[src/rtl/cache_fill_fsm.sv]
// Cache-miss block fill controller: stalls the pipeline, streams one block from memory
// into the data array, then writes tag/valid. Optional fill counter under CACHE_FILL_PERF_EN.
module cache_fill_fsm #(
    parameter int WORDS_PER_BLOCK = 8,
    parameter int ADDR_WIDTH      = 16
) (
    input  logic                               clk,
    input  logic                               rst_n,
    input  logic                               miss_detected,
    input  logic [ADDR_WIDTH-1:0]              miss_address,
    input  logic                               memory_data_valid,
    input  logic [15:0]                        memory_data,
    output logic                               fsm_busy,
    output logic                               memory_read_en,
    output logic [ADDR_WIDTH-1:0]              memory_address,
    output logic                               write_data_array,
    output logic                               write_tag_array,
    output logic [$clog2(WORDS_PER_BLOCK)-1:0] cache_word_offset,
    output logic [15:0]                        cache_data
`ifdef CACHE_FILL_PERF_EN
    ,
    output logic [15:0]                        fill_count
`endif
);

    localparam int OFF_W = $clog2(WORDS_PER_BLOCK);
    localparam int CNT_W = OFF_W + 1;
    localparam logic [CNT_W-1:0]      WPB_C     = CNT_W'(WORDS_PER_BLOCK);
    localparam logic [CNT_W-1:0]      LAST_C    = CNT_W'(WORDS_PER_BLOCK - 1);
    // Block size in bytes is 2*WORDS_PER_BLOCK; clearing these bits aligns the base.
    localparam logic [ADDR_WIDTH-1:0] BASE_MASK = ~ADDR_WIDTH'(2 * WORDS_PER_BLOCK - 1);

    typedef enum logic [1:0] {
        S_IDLE = 2'd0,
        S_FILL = 2'd1,
        S_DONE = 2'd2
    } state_t;

    state_t                  state_q, state_d;
    logic [CNT_W-1:0]        issue_cnt_q, issue_cnt_d;
    logic [CNT_W-1:0]        recv_cnt_q, recv_cnt_d;
    logic [ADDR_WIDTH-1:0]   base_q, base_d;

    always_ff @(posedge clk or negedge rst_n) begin
        if (!rst_n) begin
            state_q     <= S_IDLE;
            issue_cnt_q <= '0;
            recv_cnt_q  <= '0;
            base_q      <= '0;
        end else begin
            state_q     <= state_d;
            issue_cnt_q <= issue_cnt_d;
            recv_cnt_q  <= recv_cnt_d;
            base_q      <= base_d;
        end
    end

    always_comb begin
        state_d           = state_q;
        issue_cnt_d       = issue_cnt_q;
        recv_cnt_d        = recv_cnt_q;
        base_d            = base_q;
        memory_read_en    = 1'b0;
        memory_address    = '0;
        write_data_array  = 1'b0;
        write_tag_array   = 1'b0;
        cache_word_offset = '0;

        case (state_q)
            S_IDLE: begin
                if (miss_detected) begin
                    base_d      = miss_address & BASE_MASK;
                    issue_cnt_d = '0;
                    recv_cnt_d  = '0;
                    state_d     = S_FILL;
                end
            end

            S_FILL: begin
                // Issue and receive sides advance independently and may overlap.
                if (issue_cnt_q < WPB_C) begin
                    memory_read_en = 1'b1;
                    memory_address = base_q + ADDR_WIDTH'({issue_cnt_q, 1'b0});
                    issue_cnt_d    = issue_cnt_q + CNT_W'(1);
                end
                if (memory_data_valid && (recv_cnt_q < WPB_C)) begin
                    write_data_array  = 1'b1;
                    cache_word_offset = recv_cnt_q[OFF_W-1:0];
                    recv_cnt_d        = recv_cnt_q + CNT_W'(1);
                    if (recv_cnt_q == LAST_C) begin
                        write_tag_array = 1'b1;
                        state_d         = S_DONE;
                    end
                end
            end

            S_DONE: begin
                issue_cnt_d = '0;
                recv_cnt_d  = '0;
                state_d     = S_IDLE;
            end

            default: begin
                state_d = S_IDLE;
            end
        endcase
    end

    // Stall starts combinationally in the miss cycle; held low while in reset.
    assign fsm_busy   = rst_n & ((state_q != S_IDLE) | miss_detected);
    assign cache_data = memory_data;

`ifdef CACHE_FILL_PERF_EN
    logic [15:0] fill_count_q, fill_count_d;

    always_comb begin
        fill_count_d = fill_count_q;
        if (write_tag_array && (fill_count_q != 16'hFFFF)) begin
            fill_count_d = fill_count_q + 16'd1;
        end
    end

    always_ff @(posedge clk or negedge rst_n) begin
        if (!rst_n) begin
            fill_count_q <= '0;
        end else begin
            fill_count_q <= fill_count_d;
        end
    end

    assign fill_count = fill_count_q;
`endif

endmodule

[config.mk]
export PLATFORM = sky130hd
export DESIGN_NAME = cache_fill_fsm
export DESIGN_NICKNAME = d
export VERILOG_FILES = /design/src/rtl/cache_fill_fsm.sv
export SDC_FILE = /design/constraint.sdc
export NUM_CORES = 1
export LEC_CHECK = 0
export CAP_MARGIN = 20
export CORE_MARGIN = 4
export CORE_UTILIZATION = 40
export DETAILED_ROUTE_END_ITERATION = 7
export PLACE_DENSITY = 0.85
export SLEW_MARGIN = 5
export SYNTH_ARGS = -nofsm -noshare
export SYNTH_HDL_FRONTEND = slang
export SYNTH_SLANG_ARGS = --single-unit
[constraint.sdc]
create_clock -name clk -period 4.26 [get_ports clk]
set_input_delay 0.852 -clock clk [delete_from_list [all_inputs] [get_ports clk]]
set_output_delay 0.852 -clock clk [all_outputs]
set_load 0.1 [all_outputs]
# After elaboration in Yosys (flattened, before gate mapping)

Cells that the tools add are included.

Output and inout port bits: 39
Input port bits: 36
Word-level logic and storage cells: 46
Register bits after elaboration: 22

Equality and inequality tests: 7
Order comparisons: 2
Add/sub/neg operators: 3
Reduce and logical (&&, ||, !) cells: 8
Multiplexer cells: 20
Bitwise logic cells: 2

Operators with widths:

| operator            | count |
|---|---|
| $mux 16             | 2 |
| $pmux 4 s3          | 2 |
| $add 16x5->16       | 1 |
| $mux 4              | 3 |
| $reduce_and 3->1    | 3 |
| $add 4x1->4 const B | 2 |
| $lt 4x4->1 const B  | 2 |
| $ne 2x2->1 const B  | 4 |
| $mux 1              | 7 |
| $mux 2              | 3 |
| $mux 3              | 2 |
| $eq 4x3->1 const B  | 1 |
| $pmux 2 s2          | 1 |
| $reduce_bool 3->1   | 1 |
| $eq 2x1->1 const B  | 1 |
| $eq 2x2->1 const B  | 1 |
| $logic_not 2->1     | 1 |
| $reduce_and 2->1    | 1 |
| $reduce_bool 2->1   | 1 |
| $and 1x1->1         | 1 |
| $logic_and 1x1->1   | 1 |
| $or 1x1->1          | 1 |

# Longest topological paths before layout

Word-level depth: 4
Gate-level depth with buffers: 5
Mapped depth without buffers: 4

# Least setup slack after synthesis

No wires, ideal clock.

Path type: input-to-output
From: input port memory_data_valid
To: output port write_tag_array
Path buffers: 1
Slack: 1158 ps
Arrival time: 2250 ps
Data required time: 3408 ps
Stages on the path: 3
Path through: and4bb_2 -> buf_4 -> and3_1

Cells in the longest elaborated chain, start to end: 3

RTL lines:

| element           | RTL line | text |
|---|---|---|
| start, declared   | 11       | `input logic memory_data_valid,` |
| $logic_and 1x1->1 | 86       | `if (memory_data_valid && (recv_cnt_q < WPB_C)) begin` |
| $mux 1            | 86       |  |
| $mux 1            | 69       | `case (state_q)` |
| end, declared     | 17       | `output logic write_tag_array,` |

No other way between the ends.

# Final worst setup path

From: register state_q[0]
To: output port memory_address[11]

Cells in the longest elaborated chain, start to end: 2

RTL lines:

| element                | RTL line | text |
|---|---|---|
| start, declared        | 39       | `state_t state_q, state_d;` |
| start signal, assigned | 51       | `state_q <= state_d;` |
| $eq 2x1->1             | 69       |  |
| $mux 16                | 69       |  |
| end, declared          | 15       | `output logic [ADDR_WIDTH-1:0] memory_address,` |

No other way between the ends.

==> run metrics <==
Synth Flop Type dfrtp_1; Max-Slew Margin vs Limit 50.4%; Peak VDD IR approximately 280 uV; RSZ-0062 raised after global routing no; die height about 64 um; leading area contributor after synthesis dfrtp_1; post-CTS setup buffers 0; gr ovfl total 0; synth top area cells dfrtp_1 43%, mux2_2 12%, buf_4 11%; global-route wire length before repair slightly above 4000 um; H-tree lvl count 1; PortBufs 37; Worst Skew approximately 1.5 ps; largest net degree at the start of global routing 24; CTS tree built; most frequent cells in the layout 23 x buf_4, 22 x dfrtp_1, 18 x and2_1, 15 x clkdlybuf4s50_1, 13 x mux2_2; Die W approximately 64 um; CP max-delay cell nor3b_2; GRT Overall Usage between 10% and 20%; Clock Sinks 22; Yosys cell types 29; Multi-input gate area around 540 sq um; CP max stage delay approximately 710 ps; cell area after technology mapping between 1000 and 1500 sq um; Synth async-reset ratio 100%; commonest non-fill, non-tap cell in the layout buf_4; crit-path max FO 17; status finished, final reports clean; clock latency on the worst-skew pair approximately 300 ps; Antenna diodes 0; crit end category output port; hpwl dp between 1500 and 2000 um; Worst-Margin Slew roughly 740 ps; Worst EP arrival ~2200 ps; Num CTS Buffers 3; initial antenna violation count 0; fill cell count slightly below 300; initial DRC count 15; EDFF count, synth 0; Synthesis Warnings 0; critical path class reg -> out; clock root cell clkbuf_4; post_cts resized 0; vias in the first global route approximately 930; full die area slightly above 4000 sq um; proportion of layout cells with a drive suffix above 1 between 30% and 40%; Leakage between 0.6 and 0.7 nW; Worst EP required 3410 ps; GPL Wtd Cong approximately 0.75; CP startpoint kind flip-flop; CP cell instances nor3b_2 -> and2_1 -> buf_4; Routed Antenna Nets 0; Clock Tree Buf Depth 2; power density over the cells between 800 and 900 nW/um^2; final wirelength about 2400 um; min-delay worst type reg -> reg; setup TNS 0 ps; wire length per cell around 13 um; nets between 150 and 200; WP buf/inv 1; Period Utilization, post-route 72.0%; sequential element share of the synthesized area 43.3%; Post-Synthesis Cells between 100 and 150; Post-Syn Nets 155; fin. max-slew vios 0; # DRC 0; maxcap violations 0; post-synth top area share a little over two fifths; Final Hold Violating Endpoints 0; Setup Viol. Count Final 0; Tmin final roughly 3000 ps; Starting Density 41.6%; cts hold-fix bufs 0; first drt pass iteration count 4; fmax 0.326 GHz; Clock Pin Slew Worst Setup and Hold Paths about 120 ps; area grow syn2layout 19.3%; register area 551 sq um; core area between 3000 and 4000 sq um; kind of cell adding the most delay to the critical path simple AND/OR/NAND/NOR gates; #FFs+latches synth 22; I/O Pins 75; Vias/cell between 4 and 5; Cell Rows 20; power after layout 1.25 mW; synthesized area per cell around 11 sq um; vias ~880
cell type report:
type                    instances  share of cell area [%]
well taps                      44                    3.63
inverters                       3                   0.743
clock buffers                   4                    2.39
flip-flops and latches         22                    36.3
repair buffers                 38                    21.3
multi-input cells              69                    35.6
worst paths after layout:
kind,start,endpoint,slack (ps),cells after the start
setup / recovery,state_q[0]$_DFFE_PN0P_,memory_address[11],1190,3
hold / removal,base_q[4]$_DFFE_PN0P_,base_q[4]$_DFFE_PN0P_,510,1
setup reg to reg,state_q[0]$_DFFE_PN0P_,base_q[11]$_DFFE_PN0P_,2580,2
hold reg to reg,base_q[4]$_DFFE_PN0P_,base_q[4]$_DFFE_PN0P_,510,1
max in group asynchronous,rst_n,base_q[12]$_DFFE_PN0P_,3150,2
min in group asynchronous,rst_n,base_q[4]$_DFFE_PN0P_,890,2
metrics by stage:
| stage | utilization [%] | setup slack [ps] | cells | area, sq um | hold slack [ps] |
|---|---|---|---|---|---|
| CTS | 49.6 | 1150 | 180 | 1520 | 518 |
| detailed placement | 48.4 | 1240 | 176 | 1480 | 490 |
| global route | 49.6 | 974 | 180 | 1520 | 538 |
| finish | 49.6 | 1190 | 180 | 1520 | 513 |
| global placement | 48.4 | 1260 | 176 | 1480 | 479 |
| floorplan | - | 1160 | 117 | 1270 | 472 |
layer usage:
metal / GRT usage [%] / up-vias / part of all wire, %
li1: - / 421 / -
met1: 13.1 / 406 / 39
met2: 22.0 / 44 / 49
met3: 5.45 / 6 / 10
met4: 5.80 / 0 / 1.2
met5: 0 / - / 0
worst register-to-register path, cell delays in order, from the launching register on:
cell	delay (ps)
dfrtp_1	580
nor3b_4	590
mux2_2	410
power breakdown:
part,switching [mW],internal [mW],total (mW)
sequential,0.0866,0.306,0.392
clock,0.0610,0.0522,0.113
combinational,0.521,0.226,0.748
total,0.669,0.584,1.25
state kept, by name (all words and copies together) (netlist names):
register,cells
issue_cnt_q,4
recv_cnt_q,4
base_q,12
state_q,2
Yosys cell counts, drive strengths merged, types with 2 or more instances:
cell	count
mux2	13
o21ai	4
buf	23
inv	3
and2	18
a21oi	2
nand2	4
nor2	4
a41oi	2
and3	2
dfrtp	22
a211oi	2
ha	2
nor3b	5
cells by family after synthesis:
kind of cell	count (synthesis)	synth area share, %
flip-flops	22	43.3
AND/OR/NAND/NOR	36	18.8
multiplexers	13	11.5
buffers and inverters	26	14.2
adder cells (fa/ha/maj)	2	1.97
AO/OA/AOI/OAI	17	9.85
other	1	0.295
Note: power is estimated with default switching activity, not from simulation.
